## config.mk

```make
export PLATFORM = sky130hd
export DESIGN_NAME = ternary_cmp
export DESIGN_NICKNAME = d
export VERILOG_FILES = /design/src/rtl/x_check_pkg.sv /design/src/rtl/x_settle_checker_ternary_cmp.sv
export SDC_FILE = /design/constraint.sdc
export NUM_CORES = 1
export LEC_CHECK = 0
export ABC_AREA = 1
export ABC_CLOCK_PERIOD_IN_PS = 800
export CORE_AREA = 10 10 47 49
export DETAILED_ROUTE_END_ITERATION = 10
export DIE_AREA = 0 0 57 59
export PLACE_DENSITY = 0.4
export SLEW_MARGIN = 40
export SYNTH_ARGS = -nofsm -noshare
export SYNTH_HDL_FRONTEND = slang
export SYNTH_SLANG_ARGS = --single-unit
```

## constraint.sdc

```tcl
create_clock -name vclk -period 0.8
set_input_delay 0.16 -clock vclk [all_inputs]
set_output_delay 0.16 -clock vclk [all_outputs]
set_load 0.02 [all_outputs]
```

## src/rtl/x_check_pkg.sv

```systemverilog
// Shared types for the X-settle result checker.
// Holds state encoding, result bundle and width helpers.
package x_check_pkg;

    localparam int W_DEF       = 4;
    localparam int TIMEOUT_DEF = 8;
    localparam int FW_DEF      = 16;

    // Bits needed to hold values 0..v-1.
    function automatic int clog2(input int v);
        int r;
        r = 0;
        while ((1 << r) < v) begin
            r = r + 1;
        end
        return r;
    endfunction

    localparam int CW_DEF = clog2(TIMEOUT_DEF + 1);

    typedef enum logic [1:0] {
        IDLE,
        SETTLE,
        REPORT
    } state_e;

    typedef struct packed {
        logic              pass;
        logic              timeout;
        logic [W_DEF-1:0]  mismatch;
        logic [CW_DEF-1:0] settle;
    } result_t;

endpackage

```

## src/rtl/x_settle_checker_ternary_cmp.sv

```systemverilog
// Dual-rail ternary compare of observed bits against expected.
// Flags any cared bit still X and the cared known bits that differ.
module ternary_cmp
    import x_check_pkg::*;
#(
    parameter int W = W_DEF
) (
    input  logic [W-1:0] obs_val,
    input  logic [W-1:0] obs_known,
    input  logic [W-1:0] exp_val,
    input  logic [W-1:0] exp_care,
    output logic         unres_any,
    output logic [W-1:0] diff
);

    // Unresolved cared bits and known cared bits that disagree.
    always_comb begin
        unres_any = |(exp_care & ~obs_known);
        diff      = exp_care & obs_known & (obs_val ^ exp_val);
    end

endmodule

```

==> results of run 1 <==
final cells by class:
type                       instances  area [um^2]
fill                             187         1040
tap                               16         20.0
multi-input combinational         23          126
timing repair buffer              21          196
inverter                           6         22.5
layer usage:
layer / up-vias / wire (um)
met3: 0 / 71
met5: - / 0
met4: 0 / 0
met2: 13 / 311
li1: 127 / -
met1: 97 / 226
final timing paths:
| path | from | endpoint |
|---|---|---|
| max | obs_val[2] | diff[2] |
| min | obs_known[0] | diff[0] |
metrics by stage:
| stage | setup TNS [ns] | hold WS [ns] | util, % |
|---|---|---|---|
| 3_3_place_gp | -3.94 | 1.39 | 24.6 |
| 2_1_floorplan | 0 | 0.467 | - |
| 5_1_grt | -0.00905 | 0.655 | 26.1 |
| 6_report | 0 | 0.645 | 26.1 |
| 3_5_place_dp | -3.93 | 1.39 | 24.6 |
| 4_1_cts | 0 | 0.645 | 20.6 |
cells in the final DEF, fill, tap and decap left out:
| cell | Yosys | routed |
|---|---|---|
| buf_4 | 0 | 4 |
| nand3_2 | 0 | 4 |
| inv_1 | 6 | 2 |
| nor2_1 | 8 | 6 |
| inv_2 | 0 | 4 |
| nor2_2 | 0 | 2 |
| nand2_2 | 0 | 4 |
| buf_6 | 0 | 13 |
| nand2_1 | 11 | 7 |
| buf_2 | 0 | 4 |
cells by family after synthesis:
kind of cell | synth area share, %
and+or+nand+nor | 80.2
buffers and inverters | 19.8
where the power goes:
group / internal [mW] / switching (mW)
logic: 0.106 / 0.0755
registers: 0 / 0
clock network: 0 / 0
repair_timing:
item                       CTS  global route
setup endpoints to repair    5             5
pin swaps                   15            11
setup buffers                0             0
gates resized for setup     97            18
hold endpoints to repair     0             0
==> results.tsv, run 1 <==
stage	metric	value	unit
pwr	p_leak	0.203	nW
final_layout	drive_gt1_share	70.0	%
yosys	synth.top_cell.area_share	36.3	%
floorplanning	row_count	14	
yosys	synth_cells	29	
final_layout	seq_cells	0	
sta	period_share	95.9	%
drt	routedWlPerCell	9.23	um
drt	firstDrtPassIters	2	
floorplanning	fp.dieW	57	um
drt	final_antenna_net_count	0	
sta	hold_violations	0	
yosys	ys_top_cells_by_count	11 x nand2_1, 8 x nor2_1, 6 x inv_1, 4 x nand3_1	
yosys	synthTopCellsByArea	nand2_1 36%, nor2_1 26%, inv_1 20%, nand3_1 18%	
critical_path	max_stage_delay	0.15	ns
final_layout	areaGrowthSynthToFinish	221	%
yosys	yosysMostFrequentCell	nand2_1	
critical_path	critPathCaptureType	primary output	
placement	io_buffers	21	
floorplanning	initial_utilization	8.12	%
drt	drt_iter0_markers	1	
placement	gp_congestion	0.535	
placement	post_dp_cell_area	344	um^2
floorplanning	die-area	3360	um^2
floorplanning	die_height	59	um
global_route	antenna_found_initial	0	
critical_path	critPathKind	in -> out	
global_route	grt_remaining_overflow	0	
global_route	grt_pass1_vias	241	
final_layout	stdcell_count	66	
sta	worst_slew_pin_slew	0.125	ns
yosys	synth.avg_cell_area	3.93	um^2
pwr	peakVddDrop	0.000115	V
sta	period_needed	0.767	ns
yosys	yosysWarnings	0	
pwr	finalPower	0.182	mW
drt	wl	609	um
yosys	synth_top_cell_by_area	nand2_1	
drt	via_count	237	
critical_path	startpoint_type	input port	
yosys	netlist_area	114	um^2
sta	report.final.slew_viol_count	0	
global_route	grt_util_met1	3.79	%
sta	clock.fmax	1300	MHz
pwr	power.density	498	nW/um^2
final_layout	clock_buffers	0	
global_route	grt_pass1_wl	1030	um
floorplanning	coreArea	1400	um^2
placement	dp_slack	-0.813	ns
floorplanning	io_pins	21	
global_route	busiest_layer	met2	
global_route	grt_util_met3	1.29	%
critical_path	crit_required	0.64	ns
critical_path	path_cells	buf_6, nand2_2, nand3_2, nor2_1, buf_4	
drt	drcViolationCount	0	
critical_path	critical_path.top_delay_family	buffers and inverters	
global_route	grt_max_degree	3	
sta	setup_slack	0.0325	ns
final_layout	finalInstanceArea	365	um^2
placement	dpl.hpwl	553	um
sta	slew-limit-headroom	91.6	%
sta	rsz0062_at_grt	yes	
status	status	finished, final reports clean	
yosys	synth_nets	45	
placement	dp.cells	66	
drt	via_per_inst	3.59	
critical_path	crit_buf_inv	2	
sta	finalSetupViolations	0	
global_route	met2_usage	6.20	%
critical_path	critPathMaxFanout	2	
global_route	grtUsageTotal	3.37	%
yosys	ys_seq_area_share	0	%
final_layout	seqCellArea	0	um^2
hold_path	worstHoldPathCells	4	
critical_path	cp_num_cells	5	
yosys	synth_cell_type_count	4	
final_layout	antenna_cells	0	
critical_path	arrival	0.61	ns
hold_path	hold_class	in -> out	
final_layout	fin_nets	68	
critical_path	crit_slowest_cell	buf_4	
job	cap_violations	0	
clock_tree	cts_hold_buf	0	
Power figures use the tool's default switching activity.
==> inputs of run 2 (changes only) <==
CAP_MARGIN = 10   (was not set)
==> results of run 2 <==
Final layout, timing and power as in run 1 (identical DEF).
==> inputs of run 3 (changes only) <==
CAP_MARGIN = 20   (was 10)
==> results of run 3 <==
Final layout, timing and power as in run 1 (identical DEF).
